**src/rtl/ama_riscv_fetch.sv**
```systemverilog
// ama_riscv_fetch
// Instruction fetch stage: owns the fetch PC, issues in-order IMEM reads over
// a valid/ready handshake, buffers returned instructions with their PCs in a
// QDEPTH-entry in-order queue and squashes in-flight fetches on redirect.
//
// Optional feature macro: FETCH_BYPASS_EN
//   defined     - a response filling the pending head entry is presented to
//                 decode combinationally in the same cycle
//   not defined - responses are registered into the queue first (+1 cycle)
//
// Ports:
//   clk, rst_n          clock, synchronous active-low reset
//   redir, pc_sel       redirect strobe and source (INC4/ALU/BP/PC)
//   alu_tgt, bp_tgt     redirect targets (low 2 bits ignored)
//   imem_req_*          request channel (valid/ready, word-aligned address)
//   imem_rsp_*          in-order response channel
//   dec_valid/inst/pc   head instruction to decode, dec_ready pops it
module ama_riscv_fetch #(
  parameter logic [31:0] RESET_VECTOR = 32'h0004_0000,
  parameter int unsigned QDEPTH       = 2
) (
  input  logic        clk,
  input  logic        rst_n,
  input  logic        redir,
  input  logic [1:0]  pc_sel,
  input  logic [31:0] alu_tgt,
  input  logic [31:0] bp_tgt,
  output logic        imem_req_valid,
  output logic [31:0] imem_req_addr,
  input  logic        imem_req_ready,
  input  logic        imem_rsp_valid,
  input  logic [31:0] imem_rsp_data,
  output logic        dec_valid,
  output logic [31:0] dec_inst,
  output logic [31:0] dec_pc,
  input  logic        dec_ready
);

  localparam int unsigned PW = (QDEPTH > 1) ? $clog2(QDEPTH) : 1;
  localparam int unsigned CW = PW + 1;
  localparam logic [31:0] NOP = 32'h0000_0013;

  typedef enum logic [1:0] {
    PC_SEL_INC4 = 2'd0,
    PC_SEL_ALU  = 2'd1,
    PC_SEL_BP   = 2'd2,
    PC_SEL_PC   = 2'd3
  } pc_sel_t;

  typedef enum logic [1:0] {
    RST  = 2'd0,
    BOOT = 2'd1,
    RUN  = 2'd2
  } state_t;

  state_t        state_q, state_d;
  logic [31:0]   fetch_pc;
  logic [31:0]   q_pc   [QDEPTH];
  logic [31:0]   q_inst [QDEPTH];
  logic [PW-1:0] head, tail, fill_ptr;
  // Entries [head, head+fill_cnt) are filled, the rest of alloc_cnt pending;
  // responses return in order so filled entries always form a prefix.
  logic [CW-1:0] alloc_cnt, fill_cnt, pending;
  logic [7:0]    drop_cnt;

  logic          redir_eff;
  logic [31:0]   redir_tgt;
  logic          run, req_fire, pop, rsp_drop, rsp_fill, head_byp;

  // FSM
  always_ff @(posedge clk) begin
    if (!rst_n) state_q <= RST;
    else        state_q <= state_d;
  end

  always_comb begin
    state_d = state_q;
    case (state_q)
      RST:     state_d = BOOT;
      BOOT:    state_d = RUN;
      RUN:     state_d = RUN;
      default: state_d = RST;
    endcase
  end

  assign run = (state_q == RUN);

  // Redirect decode; INC4 means the strobe has no effect at all
  always_comb begin
    redir_eff = 1'b0;
    redir_tgt = fetch_pc;
    if (redir) begin
      case (pc_sel_t'(pc_sel))
        PC_SEL_ALU: begin redir_eff = 1'b1; redir_tgt = alu_tgt & 32'hFFFF_FFFC; end
        PC_SEL_BP:  begin redir_eff = 1'b1; redir_tgt = bp_tgt & 32'hFFFF_FFFC; end
        PC_SEL_PC:  begin redir_eff = 1'b1; redir_tgt = RESET_VECTOR & 32'hFFFF_FFFC; end
        default:    begin redir_eff = 1'b0; redir_tgt = fetch_pc; end
      endcase
    end
  end

  assign pending  = alloc_cnt - fill_cnt;
  assign fill_ptr = head + fill_cnt[PW-1:0];
  assign rsp_drop = imem_rsp_valid && (drop_cnt != '0);
  assign rsp_fill = imem_rsp_valid && (drop_cnt == '0) && (pending != '0);

`ifdef FETCH_BYPASS_EN
  assign head_byp = rsp_fill && (fill_cnt == '0);
`else
  assign head_byp = 1'b0;
`endif

  always_comb begin
    imem_req_valid = run && (alloc_cnt != CW'(QDEPTH)) && !redir_eff;
    imem_req_addr  = fetch_pc;
    dec_valid      = (fill_cnt != '0) || head_byp;
    dec_inst       = NOP;
    dec_pc         = '0;
    if (dec_valid) begin
      dec_inst = head_byp ? imem_rsp_data : q_inst[head];
      dec_pc   = q_pc[head];
    end
  end

  assign req_fire = imem_req_valid && imem_req_ready;
  // A redirect wins over decode consumption of the head in the same cycle
  assign pop      = dec_valid && dec_ready && !redir_eff;

  always_ff @(posedge clk) begin
    if (!rst_n) begin
      fetch_pc  <= RESET_VECTOR;
      head      <= '0;
      tail      <= '0;
      alloc_cnt <= '0;
      fill_cnt  <= '0;
      drop_cnt  <= '0;
    end else if (redir_eff) begin
      fetch_pc  <= redir_tgt;
      head      <= '0;
      tail      <= '0;
      alloc_cnt <= '0;
      fill_cnt  <= '0;
      // Everything still in flight becomes stale, minus the response that
      // is being consumed (dropped or discarded fill) this very cycle.
      drop_cnt  <= drop_cnt + 8'(pending) - 8'(rsp_drop || rsp_fill);
    end else begin
      if (req_fire) begin
        fetch_pc <= fetch_pc + 32'd4;
        tail     <= tail + 1'b1;
      end
      if (pop) head <= head + 1'b1;
      alloc_cnt <= alloc_cnt + CW'(req_fire) - CW'(pop);
      fill_cnt  <= fill_cnt + CW'(rsp_fill) - CW'(pop);
      if (rsp_drop) drop_cnt <= drop_cnt - 8'd1;
    end
  end

  // Queue storage needs no reset: outputs are masked while dec_valid is low
  always_ff @(posedge clk) begin
    if (rst_n && req_fire) q_pc[tail] <= fetch_pc;
    if (rsp_fill)          q_inst[fill_ptr] <= imem_rsp_data;
  end

  // A response with nothing pending and nothing to drop is a protocol error
  always_ff @(posedge clk) begin
    if (rst_n && imem_rsp_valid) begin
      assert (rsp_drop || rsp_fill);
    end
  end

endmodule

```
**config.mk**
```make
export PLATFORM = sky130hd
export DESIGN_NAME = ama_riscv_fetch
export DESIGN_NICKNAME = d
export VERILOG_FILES = /design/src/rtl/ama_riscv_fetch.sv
export SDC_FILE = /design/constraint.sdc
export NUM_CORES = 1
export LEC_CHECK = 0
export BUFFER_PORTS_ARGS = -buffer_cell sky130_fd_sc_hd__buf_2
export CORE_AREA = 5 5 124 126
export CTS_CLUSTER_DIAMETER = 60
export DETAILED_ROUTE_END_ITERATION = 7
export DIE_AREA = 0 0 129 131
export PLACE_DENSITY_LB_ADDON = 0.1
export SLEW_MARGIN = 20
export SYNTH_ARGS = -nofsm -noshare
export SYNTH_HDL_FRONTEND = slang
export SYNTH_SLANG_ARGS = --single-unit
```
**constraint.sdc**
```tcl
create_clock -name clk -period 7.4 [get_ports clk]
set_input_delay 1.48 -clock clk [delete_from_list [all_inputs] [get_ports clk]]
set_output_delay 1.48 -clock clk [all_outputs]
set_load 0.03 [all_outputs]
```
# --- After elaboration in Yosys (flattened, before gate mapping) ---
# Memory sizes are Yosys's and may differ from the RTL's. A register that Yosys moved wholly into a read port is not among the register bits.
# Index checks and enable logic that the tools add are counted.
op_classes:
  addsub: 12
  n_eq_ne: 8
  mux: 19
  bitwise_logic: 1
  n_reduce_logical: 22
op_table:
  columns: ["operator", "count"]
  rows:
  - ["$mux 32", 5]
  - ["$pmux 32 s3", 1]
  - ["$add 32x3->32 const B", 1]
  - ["$mux 8", 2]
  - ["$mux 1", 10]
  - ["$logic_and 1x1->1", 9]
  - ["$add 8x2->8", 1]
  - ["$logic_not 8->1", 1]
  - ["$reduce_bool 2->1", 4]
  - ["$reduce_bool 8->1", 1]
  - ["$sub 8x1->8", 1]
  - ["$sub 8x1->8 const B", 1]
  - ["$eq 2x2->1 const B", 3]
  - ["$add 2x1->2", 2]
  - ["$eq 2x1->1 const B", 2]
  - ["$ne 2x2->1 const B", 2]
  - ["$ne 4x1->1 const B", 1]
  - ["$pmux 2 s2", 1]
  - ["$reduce_or 2->1", 2]
  - ["$sub 2x1->2", 2]
  - ["$reduce_and 3->1", 1]
  - ["$reduce_or 3->1", 1]
  - ["$add 1x1->1 const B", 2]
  - ["$logic_not 2->1", 1]
  - ["5 further kinds", 5]
totals:
  reg_bits: 48
  mem_bits_rw: 128
  in_bits: 104
  out_inout_bits: 98
  wordCells: 71
  memories: 2
memory_table:
  columns: ["name", "words", "word_bits", "rd", "rd_ports_with_merged_regs", "write_ports", "line_no", "source"]
  rows:
  - ["q_inst", 2, 32, 1, 1, 1, "59", "logic [31:0] q_inst [QDEPTH];"]
  - ["q_pc", 2, 32, 1, 1, 1, "58", "logic [31:0] q_pc [QDEPTH];"]

# --- Depth between registers and ports, before layout ---
# Gate-level depths: netlist of run 1.
logic_depth:
  word_depth: 10
  mapped_depth: 17
  ltp_nobuf: 17

# --- Worst setup path before layout of run 1 ---
# No wires, ideal clock.
synth_timing:
  path_kind: "input-to-reg"
  start: "input port pc_sel[0]"
  end: "memory q_pc[0][10] (enable)"
  setup_time_ns: 0.455
  arrival_time_ns: 4.332
  required_ns: 6.945
  setup_slack_ns: 2.613
  stages: 6
  path_buffers: 2
  path_cell_list: "clkbuf_1 -> o21a_1 -> clkbuf_1 -> nor2_1 -> inv_1 -> nor3_1"
synth_via:
  elab_chain_len: 10
  word_cells_on_any_way: 12
  cone_classes: "eq/ne: 3; mux: 4; reduce/logical: 5"
synth_lines:
  columns: ["element", "line_no", "source"]
  rows:
  - ["from (decl)", "25", "input logic [1:0] pc_sel,"]
  - ["$eq 2x2->1 or $eq 2x1->1 (tied branches)", "93", "case (pc_sel_t'(pc_sel))"]
  - ["$reduce_or 3->1 (no line) (*)", null, null]
  - ["$mux 1 (*)", "93", null]
  - ["$mux 1 (*)", "92", "if (redir) begin"]
  - ["$logic_not 1->1 (*)", "114", "imem_req_valid = run && (alloc_cnt != CW'(QDEPTH)) && !redir_eff;"]
  - ["$logic_and 1x1->1 (*)", "114", null]
  - ["$logic_and 1x1->1 (*)", "125", "assign req_fire = imem_req_valid && imem_req_ready;"]
  - ["$logic_and 1x1->1 (*)", "160", "if (rst_n && req_fire) q_pc[tail] <= fetch_pc;"]
  - ["$mux 1 (*)", "160", null]
  - ["$mux 1 (not written as such) (*)", "160", null]
  - ["to (decl)", "58", null]
# Mark *: on every way between the ends. The rest lies on a longest branch, timed or not.

# --- Worst setup path in the final report of run 1 ---
layout_timing:
  start: "input port redir"
  end: "output port imem_req_valid"
layout_via:
  elab_chain_len: 3
layout_lines:
  columns: ["element", "line_no", "source"]
  rows:
  - ["from (decl)", "24", "input logic redir,"]
  - ["$mux 1", "92", null]
  - ["$logic_not 1->1", "114", null]
  - ["$logic_and 1x1->1", "114", null]
  - ["to (decl)", "28", "output logic imem_req_valid,"]
# No other way between the ends.

==> flow_metrics.env, run 1 <==
export IMPL_crit_arrival_ns=2.44
export IMPL_synthTopCellsByArea="edfxtp_1, dfxtp_1, mux2i_1, ha_1, nor2_1"
export IMPL_cts_setup_buffers=0
export IMPL_vias_per_cell=5.54
export IMPL_synth_edff_count=124
export IMPL_final_max_slew_viol_count=0
export IMPL_synth_top_area_cell="edfxtp_1"
export IMPL_syn_inst=686
export IMPL_start_util=0.568
export IMPL_dp_cells=1033
export IMPL_clock_skew_ns=0.00489
export IMPL_outcome="finished clean"
export IMPL_detail_route_first_pass_iterations=5
export IMPL_insertion_delay_ns=0.42
export IMPL_fp_dieW_um=129
export IMPL_num_antenna_cells=0
export IMPL_cp_common_cell="buf_2"
export IMPL_rows=44
export IMPL_core_area_um2=14200
export IMPL_dr_total_vias=5895
export IMPL_cts_made_buffers=17
export IMPL_die_h_um=131
export IMPL_synth_main_ff_cell="edfxtp_1"
export IMPL_grt_ovfl_total=0
export IMPL_fin_crit_sh=0.529
export IMPL_path_buf_inv=2
export IMPL_wl_per_cell_um=17.9
export IMPL_hold_buffers=0
export IMPL_crit_family="buffers and inverters"
export IMPL_slowest_delay_ns=0.41
export IMPL_crit_chain="buf_2 > o21ai_2 > and3_1 > buf_2"
export IMPL_setup_viol=0
export IMPL_hold_class="reg2reg"
export IMPL_crit_required_ns=5.92
export IMPL_synth_distinct_cells=54
export IMPL_synth_top_area_share=0.462
export IMPL_antenna_found_initial=0
export IMPL_track_usage=0.225
export IMPL_cts_resized=0
export IMPL_cap_violations=0
export IMPL_finalHoldViolations=0
export IMPL_fmax_ghz=0.255
export IMPL_fin_tns_setup_ns=0
export IMPL_first_iter_violations=336
export IMPL_dpl_hpwl_mm=13.3
export IMPL_drc=0
export IMPL_worstSetupPathType="in2out"
export IMPL_layout_drive_gt1_share=0.275
export IMPL_routed_wl_mm=19.0
export IMPL_clock_sinks=171
export IMPL_final_net_count=999
export IMPL_htreeDepth=4
export IMPL_finalWeightedCongestion=0.934
export IMPL_synth_seq_cells=171
export IMPL_tritoncts="done"
export IMPL_port_buffers=193
export IMPL_rsz0062_at_grt="false"
export IMPL_crit_path_start_kind="primary input"
export IMPL_crit_slowest_cell="buf_2"
export IMPL_min_period_ns=3.92
export IMPL_multi_input_area_um2=3160
export IMPL_worst_slew_pin_slew_ns=1.10
export IMPL_seqCellArea_um2=4670
export IMPL_max_slew_margin_rel=0.267
export IMPL_grt_pass1_vias=5807
export IMPL_clkTransAtPathRegs_ns=0.06
export IMPL_cts_root_buffer="clkbuf_16"
export IMPL_p_per_area_nw_per_um2=242
export IMPL_fp_dieArea_um2=16900
export IMPL_synth_seq_area_share=0.579
export IMPL_yosysWarnings=0
export IMPL_instances_no_fill=1064
export IMPL_end_kind="output port"
export IMPL_io_pins=202
export IMPL_n_fill_cell=1082
export IMPL_ys_async_sr_fraction=0
export IMPL_clockBufferDepth=2
export IMPL_avgSynthCellArea_um2=11.8
export IMPL_syn_to_final_growth_pct=20.4
export IMPL_grt_max_degree=63
export IMPL_grt_pass1_wl_mm=29.4
export IMPL_antenna_left=0
export IMPL_critical_path_max_fanout=23
export IMPL_ir_worst_vdd_mv=0.225
export IMPL_netlist_area_um2=8060
export IMPL_p_leak_nw=3.82
layout by cell type (no fill, tap or decap), types with 9 or more instances in the layout:
master and n:
dfxtp_1 46, o21ai_0 16, nand3_1 18, nand4_1 15, inv_1 32, a221oi_1 9
xnor2_1 21, o22ai_1 10, a22oi_1 10, ha_1 26, clkbuf_16 17, buf_2 193
o21bai_1 11, edfxtp_1 124, and3_1 9, a21oi_1 29, xor2_1 21, nor2_1 84
nand2_1 30, mux2i_1 64
path summary, 6_finish.rpt:
kind | startpoint | to | slack, ns | cells after the start
max | redir | imem_req_valid | 3.48 | 4
min | imem_req_addr[31]$_SDFFE_PN0P_ | q_pc[1][31]$_DFFE_PP_ | 0.54 | 0
max reg2reg | alloc_cnt[0]$_SDFF_PP0_ | drop_cnt[6]$_SDFFE_PN0P_ | 3.95 | 17
min reg2reg | imem_req_addr[31]$_SDFFE_PN0P_ | q_pc[1][31]$_DFFE_PP_ | 0.54 | 0
report_power, final:
| part | leakage (nW) | switching (W) | total (W) | internal (W) |
|---|---|---|---|---|
| logic | 2.07 | 0.000264 | 0.000457 | 0.000193 |
| clock network | 0.238 | 0.000359 | 0.000787 | 0.000428 |
| registers | 1.51 | 0.0000401 | 0.00110 | 0.00106 |
| total | 3.82 | 0.000664 | 0.00235 | 0.00168 |
sequential cells by signal, indices dropped and copies added (netlist names), named ones only:
| signal | flops |
|---|---|
| alloc_cnt | 2 |
| drop_cnt | 8 |
| fill_cnt | 2 |
| head | 1 |
| imem_req_addr | 30 |
| q_inst | 64 |
| q_pc | 60 |
| state_q | 2 |
| tail | 1 |
logic make-up (layout without fill, tap and decap cells):
kind of cell | count (synthesis) | after routing | synth area share
compound gates | 115 | 115 | 0.0979
xor+xnor | 42 | 42 | 0.0456
fa+ha+maj | 27 | 27 | 0.0428
buf+inv | 71 | 262 | 0.0352
flops | 171 | 171 | 0.579
mux | 64 | 64 | 0.0795
other cells | 1 | 4 | 0.000465
simple gates | 195 | 195 | 0.120
metrics by stage:
step	cell area (um2)	setup WS (ns)	hold WS (ns)	total power, W	utilization
finish	9710	3.48	0.536	0.00235	0.683
global placement	9180	3.51	0.505	0.00157	0.646
detailed placement	9180	3.43	0.521	0.00157	0.646
floorplan	8070	2.61	0.499	0.00145	-
global route	9710	3.42	0.549	0.00246	0.683
CTS	9710	3.49	0.534	0.00236	0.683
layer usage:
metal | vias to the layer above | part of all wire | track usage
li1 | 2870 | - | -
met1 | 2822 | 0.42 | 0.289
met2 | 180 | 0.50 | 0.379
met3 | 23 | 0.067 | 0.0533
met4 | 0 | 0.015 | 0.0710
met5 | - | 0 | 0
cell type report:
type | instances | area share
Clock buffer | 18 | 0.0442
Clock inverter | 13 | 0.00980
Inverter | 33 | 0.0128
Multi-Input combinational cell | 447 | 0.325
Sequential cell | 171 | 0.481
Tap cell | 184 | 0.0237
Timing Repair Buffer | 198 | 0.103
cells in the mapped netlist (all sizes together), types with 5 or more instances:
master / count
edfxtp: 124
nor2: 86
mux2i: 64
dfxtp: 47
inv: 32
clkbuf: 30
nand2: 30
a21oi: 29
ha: 26
xnor2: 21
xor2: 21
nand3: 18
nand4: 17
o21ai: 17
a221oi: 13
o21bai: 11
a22oi: 10
o22ai: 10
and3: 9
nor3: 9
buf: 8
a211oi: 7
and2: 6
nor2b: 5
nor4: 5
Note: power is estimated with default switching activity, not from simulation.
==> run 2: changes to the inputs <==
- CORE_AREA: 5 5 124 126 -> 5 5 129 131
- DIE_AREA: 0 0 129 131 -> 0 0 134 136
- clock period: 7.4 -> 4.1 ns (I/O delays scaled with it)
==> flow_metrics.env, run 2 (synthesis results as in run 1) <==
export IMPL_fmax_ghz=0.294
export IMPL_dpl_hpwl_mm=14.0
export IMPL_max_slew_margin_rel=0.257
export IMPL_seq_power_share=0.451
export IMPL_setup_viol=0
export IMPL_crit_required_ns=4.39
export IMPL_crit_chain="ha_1 > xor2_1 > xnor2_1 > nand2_1 > nand3_1 > nand2_1 > ha_1 > inv_1 > ha_1 > inv_1 > fa_1 > nand2b_1 > a22oi_1 > a221oi_1 > mux2i_1 > o21ai_0"
export IMPL_dr_total_vias=6009
export IMPL_rows=46
export IMPL_crit_arrival_ns=3.69
export IMPL_tritoncts="done"
export IMPL_crit_path_start_kind="flop"
export IMPL_ir_worst_vdd_mv=0.290
export IMPL_p_int_w=0.00313
export IMPL_rsz0062_at_grt="false"
export IMPL_core_area_um2=15500
export IMPL_finalWeightedCongestion=0.890
export IMPL_io_pins=202
export IMPL_grt_ovfl_total=0
export IMPL_clockBufferDepth=2
export IMPL_reg2reg_depth=16
export IMPL_grt_pass1_vias=6138
export IMPL_fp_dieArea_um2=18200
export IMPL_grt_max_degree=63
export IMPL_vias_per_cell=5.58
export IMPL_grt_pass1_wl_mm=30.9
export IMPL_largest_register="q_inst"
export IMPL_hold_class="reg2reg"
export IMPL_clock_skew_ns=0.00647
export IMPL_worstSetupPathType="reg2reg"
export IMPL_outcome="finished clean"
export IMPL_finalInstanceArea_um2=9810
export IMPL_syn_to_final_growth_pct=21.7
export IMPL_reg2reg_to="drop_cnt[6]$_SDFFE_PN0P_"
export IMPL_track_usage=0.217
export IMPL_p_leak_nw=3.88
export IMPL_seqCellArea_um2=4670
export IMPL_cts_made_buffers=17
export IMPL_die_h_um=136
export IMPL_end_kind="flop"
export IMPL_wl_per_cell_um=18.4
export IMPL_cts_resized=0
export IMPL_antenna_found_initial=0
export IMPL_fp_dieW_um=134
export IMPL_netSwitchingPower_w=0.00128
export IMPL_port_buffers=193
export IMPL_layout_common_cells="buf_2, edfxtp_1, nor2_1"
export IMPL_pwr_share_comb=0.192
export IMPL_fin_tns_setup_ns=0
export IMPL_fin_crit_sh=0.829
export IMPL_first_iter_violations=380
export IMPL_pwr_share_clk=0.357
export IMPL_dpl_instance_area_um2=9230
export IMPL_cap_violations=0
export IMPL_p_per_area_nw_per_um2=450
export IMPL_cts_root_buffer="clkbuf_16"
export IMPL_antenna_left=0
export IMPL_insertion_delay_ns=0.43
export IMPL_drc=0
export IMPL_final_max_slew_viol_count=0
export IMPL_multi_input_area_um2=3160
export IMPL_routed_wl_mm=19.8
export IMPL_min_period_ns=3.40
export IMPL_hold_depth=0
export IMPL_htreeDepth=4
export IMPL_cts_setup_buffers=0
export IMPL_crit_slowest_cell="dfxtp_1"
export IMPL_detail_route_first_pass_iterations=5
export IMPL_clkTransAtPathRegs_ns=0.07
export IMPL_n_fill_cell=1260
export IMPL_slowest_delay_ns=0.45
export IMPL_r2r_start="fill_cnt[0]$_SDFF_PP0_"
export IMPL_hold_path_end="q_pc[1][31]$_DFFE_PP_"
export IMPL_sw_frac_of_total=0.290
export IMPL_finalHoldViolations=0
export IMPL_final_common_cell="buf_2"
export IMPL_largest_register_ffs=64
export IMPL_start_util=0.521
export IMPL_clock_sinks=171
export IMPL_r2r_slack_ns=0.70
export IMPL_min_from="imem_req_addr[31]$_SDFFE_PN0P_"
export IMPL_cp_common_cell="ha_1"
export IMPL_critical_path_max_fanout=4
export IMPL_worst_slew_pin_slew_ns=1.12
export IMPL_final_net_count=1003
export IMPL_num_antenna_cells=0
export IMPL_hold_buffers=0
export IMPL_layout_drive_gt1_share=0.280
[run 2: routing by layer]
| metal | track usage | vias to the layer above | wire length [um] |
|---|---|---|---|
| met5 | 0 | - | 0 |
| met4 | 0.0834 | 0 | 472 |
| met3 | 0.0522 | 38 | 964 |
| met2 | 0.371 | 188 | 9840 |
| met1 | 0.269 | 2899 | 8550 |
| li1 | - | 2884 | - |
[run 2: worst max-delay path: cells and delay by family (launching register included)]
kind | cells | cell delay [ns]
fa+ha+maj | 4 | 1.05
simple gates | 4 | 0.59
compound gates | 3 | 0.54
flops | 1 | 0.45
xor+xnor | 2 | 0.35
mux | 1 | 0.18
buf+inv | 2 | 0.11
[run 2: area by class of cell]
| type | count | area share |
|---|---|---|
| timing repair buffer | 202 | 0.105 |
| clock buffer | 17 | 0.0434 |
| inverter | 33 | 0.0126 |
| tap | 192 | 0.0245 |
| sequential | 171 | 0.476 |
| multi-input combinational | 447 | 0.322 |
| clock inverter | 15 | 0.0159 |
[run 2: stage by stage]
stage	power [W]	hold slack [ns]	setup slack, ns	std cells	utilization
finish	0.00441	0.524	0.702	1077	0.634
global route	0.00462	0.546	0.490	1077	0.634
CTS	0.00444	0.530	0.722	1077	0.634
detailed placement	0.00286	0.519	0.737	1045	0.596
global placement	0.00285	0.507	0.773	1045	0.596
floorplan	0.00262	0.515	0.893	689	-
[run 2: worst max-delay path by stage]
| stage | from | to | slack, ns | cells past startpoint |
|---|---|---|---|---|
| final | fill_cnt[0]$_SDFF_PP0_ | drop_cnt[6]$_SDFFE_PN0P_ | 0.70 | 16 |
| after detailed placement | fill_cnt[0]$_SDFF_PP0_ | drop_cnt[6]$_SDFFE_PN0P_ | 0.74 | 16 |
| after CTS | fill_cnt[0]$_SDFF_PP0_ | drop_cnt[6]$_SDFFE_PN0P_ | 0.72 | 16 |
| after floorplan | pc_sel[0] | q_pc[0][10]$_DFFE_PP_ | 0.89 | 6 |
| after global routing | fill_cnt[0]$_SDFF_PP0_ | drop_cnt[6]$_SDFFE_PN0P_ | 0.49 | 16 |
| after global placement | fill_cnt[0]$_SDFF_PP0_ | drop_cnt[6]$_SDFFE_PN0P_ | 0.77 | 16 |
[run 2: power by group through the flow]
stage | registers (W) | logic, W | clock network, W
after global placement | 0.00203 | 0.000819 | 0
after CTS | 0.00199 | 0.000843 | 0.00161
after global routing | 0.00200 | 0.000939 | 0.00168
after detailed placement | 0.00203 | 0.000833 | 0
after floorplan | 0.00205 | 0.000571 | 0
final | 0.00199 | 0.000846 | 0.00157
==> run 3: changes to the inputs <==
- ABC_AREA: unset -> 1
- CORE_AREA: 5 5 129 131 -> 5 5 140 142
- DIE_AREA: 0 0 134 136 -> 0 0 145 147
- clock period: 4.1 -> 2.9 ns (I/O delays scaled with it)
==> flow_metrics.env, run 3 <==
export IMPL_outcome="finished clean"
export IMPL_finalWeightedCongestion=0.858
export IMPL_end_kind="flop"
export IMPL_finalHoldViolations=0
export IMPL_clock_sinks=171
export IMPL_cts_made_buffers=17
export IMPL_track_usage=0.197
export IMPL_worstSetupPathType="reg2reg"
export IMPL_max_slew_margin_rel=0.549
export IMPL_rows=50
export IMPL_grt_pass1_wl_mm=34.2
export IMPL_setup_viol=0
export IMPL_dr_wl_met3_mm=1.53
export IMPL_dr_total_vias=7249
export IMPL_wl_met1_mm=9.97
export IMPL_synth_seq_area_share=0.537
export IMPL_synth_distinct_cells=34
export IMPL_crit_start="drop_cnt[5]$_SDFFE_PN0P_"
export IMPL_yosysWarnings=0
export IMPL_synth_main_ff_cell="edfxtp_1"
export IMPL_antenna_found_initial=0
export IMPL_cap_violations=0
export IMPL_fin_crit_sh=0.922
export IMPL_ir_worst_vdd_mv=0.395
export IMPL_min_from="imem_rsp_data[3]"
export IMPL_ys_async_sr_fraction=0
export IMPL_antenna_left=0
export IMPL_cts_setup_buffers=0
export IMPL_fin_tns_setup_ns=0
export IMPL_hold_buffers=0
export IMPL_fp_dieW_um=145
export IMPL_rsz0062_at_grt="false"
export IMPL_fmax_ghz=0.374
export IMPL_crit_arrival_ns=3.03
export IMPL_final_net_count=1358
export IMPL_grt_pass1_vias=6718
export IMPL_num_antenna_cells=0
export IMPL_n_fill_cell=1698
export IMPL_layout_drive_gt1_share=0.211
export IMPL_crit_required_ns=3.25
export IMPL_power_total_w=0.00611
export IMPL_die_h_um=147
export IMPL_largest_register_ffs=64
export IMPL_routed_top_layer="met4"
export IMPL_crit_path_start_kind="flop"
export IMPL_insertion_delay_ns=0.42
export IMPL_cts_resized=0
export IMPL_synth_top_area_cell="edfxtp_1"
export IMPL_grt_max_degree=63
export IMPL_syn_to_final_growth_pct=22.0
export IMPL_routed_wl_mm=21.3
export IMPL_tritoncts="done"
export IMPL_final_common_cell="nand2_1"
export IMPL_avgSynthCellArea_um2=8.37
export IMPL_grt_ovfl_total=0
export IMPL_largest_register="q_inst"
export IMPL_drc=0
export IMPL_netlist_area_um2=8690
export IMPL_layout_common_cells="nand2_1, buf_2, inv_1"
export IMPL_synth_commonest_cells="nand2_1, inv_1, edfxtp_1"
export IMPL_dr_wl_met2_mm=9.59
export IMPL_clkTransAtPathRegs_ns=0.07
export IMPL_io_pins=202
export IMPL_wl_per_cell_um=14.4
export IMPL_core_area_um2=18300
export IMPL_synth_top_area_share=0.429
export IMPL_cts_root_buffer="clkbuf_16"
export IMPL_fp_dieArea_um2=21300
export IMPL_final_max_slew_viol_count=0
export IMPL_htreeDepth=4
export IMPL_detail_route_first_pass_iterations=5
export IMPL_first_iter_violations=378
export IMPL_yosysMostFrequentCell="nand2_1"
export IMPL_synth_seq_cells=171
export IMPL_multi_input_area_um2=3390
export IMPL_dpl_hpwl_mm=15.3
export IMPL_r2r_start="drop_cnt[5]$_SDFFE_PN0P_"
export IMPL_critical_path_max_fanout=4
export IMPL_clock_skew_ns=0.00965
export IMPL_port_buffers=193
export IMPL_synthTopCellsByArea="edfxtp_1, nand2_1, dfxtp_1, a21oi_1, inv_1"
export IMPL_p_per_area_nw_per_um2=577
export IMPL_min_period_ns=2.67
export IMPL_synth_edff_count=124
export IMPL_start_util=0.474
export IMPL_hold_class="in2reg"
export IMPL_worst_slew_pin_slew_ns=0.676
export IMPL_syn_inst=1038
export IMPL_clockBufferDepth=2
export IMPL_seqCellArea_um2=4670
export IMPL_p_leak_nw=4.80
export IMPL_vias_per_cell=4.92
run 3: cell types whose count changed in the layout (fill, tap and decap cells not counted), sizes merged, moves of 10 or more:
cell and change:
nand3 +65, inv +89, mux2i -64, o21ai +50
a221oi -13, nand2 +272, a22oi -10, xnor2 -15
nand4 -16, buf +14, nor2 -13, xor2 -12
a21oi +65
run 3: final cells by class:
type / instances / share of cell area
inverter: 127 / 0.0450
timing repair buffer: 216 / 0.116
sequential: 171 / 0.440
tap: 234 / 0.0276
multi-input combinational: 694 / 0.319
clock buffer: 19 / 0.0408
clock inverter: 13 / 0.0113
run 3: through the flow:
stage          area [um2]  std cells  utilization  hold WS, ns  setup WS (ns)
2_1_floorplan        8700       1041            -        0.460         -0.806
3_3_place_gp        10000       1442        0.548        0.501          0.115
3_5_place_dp        10000       1442        0.548        0.506         0.0765
4_1_cts             10600       1474        0.578        0.325         0.0460
5_1_grt             10600       1474        0.578        0.325        0.00118
6_report            10600       1474        0.578        0.347          0.227
run 3: critical path: stages, from the launching register on:
cell     delay [ns]
dfxtp_1        0.34
inv_1          0.09
ha_1           0.17
nand2_1        0.08
o21ai_0        0.24
nand2_1        0.09
ha_1           0.27
inv_1          0.06
ha_1           0.15
inv_1          0.05
fa_1           0.41
o21ai_2        0.20
nand3_1        0.13
nand3_1        0.09
nand3_1        0.08
a21oi_1        0.15
run 3: final timing paths:
path,end,slack (ns),depth (start not counted)
min,q_inst[0][3]$_DFFE_PP_,0.35,1
max reg2reg,drop_cnt[6]$_SDFFE_PN0P_,0.23,15
max,drop_cnt[6]$_SDFFE_PN0P_,0.23,15
min reg2reg,fill_cnt[1]$_SDFF_PP0_,0.51,2
run 3: where the power goes:
part           switching, W  internal (W)
clock network      0.000930       0.00118
registers          0.000118       0.00272
logic              0.000720      0.000442
total               0.00177       0.00435
run 3: kinds of logic (layout without fill, tap and decap cells):
kind of cell,count (synthesis),after routing,share of synthesized area
AO/OA/AOI/OAI,177,177,0.108
XOR/XNOR,15,15,0.0151
adder cells (fa/ha/maj),27,27,0.0397
buffers and inverters,176,375,0.0788
flip-flops,171,171,0.537
other,1,4,0.000432
AND/OR/NAND/NOR,471,471,0.221
run 3: metal layers:
layer / vias up / global-route usage
met5: - / 0
met4: 0 / 0.0537
met3: 15 / 0.0487
met2: 250 / 0.304
met1: 3214 / 0.277
li1: 3770 / -
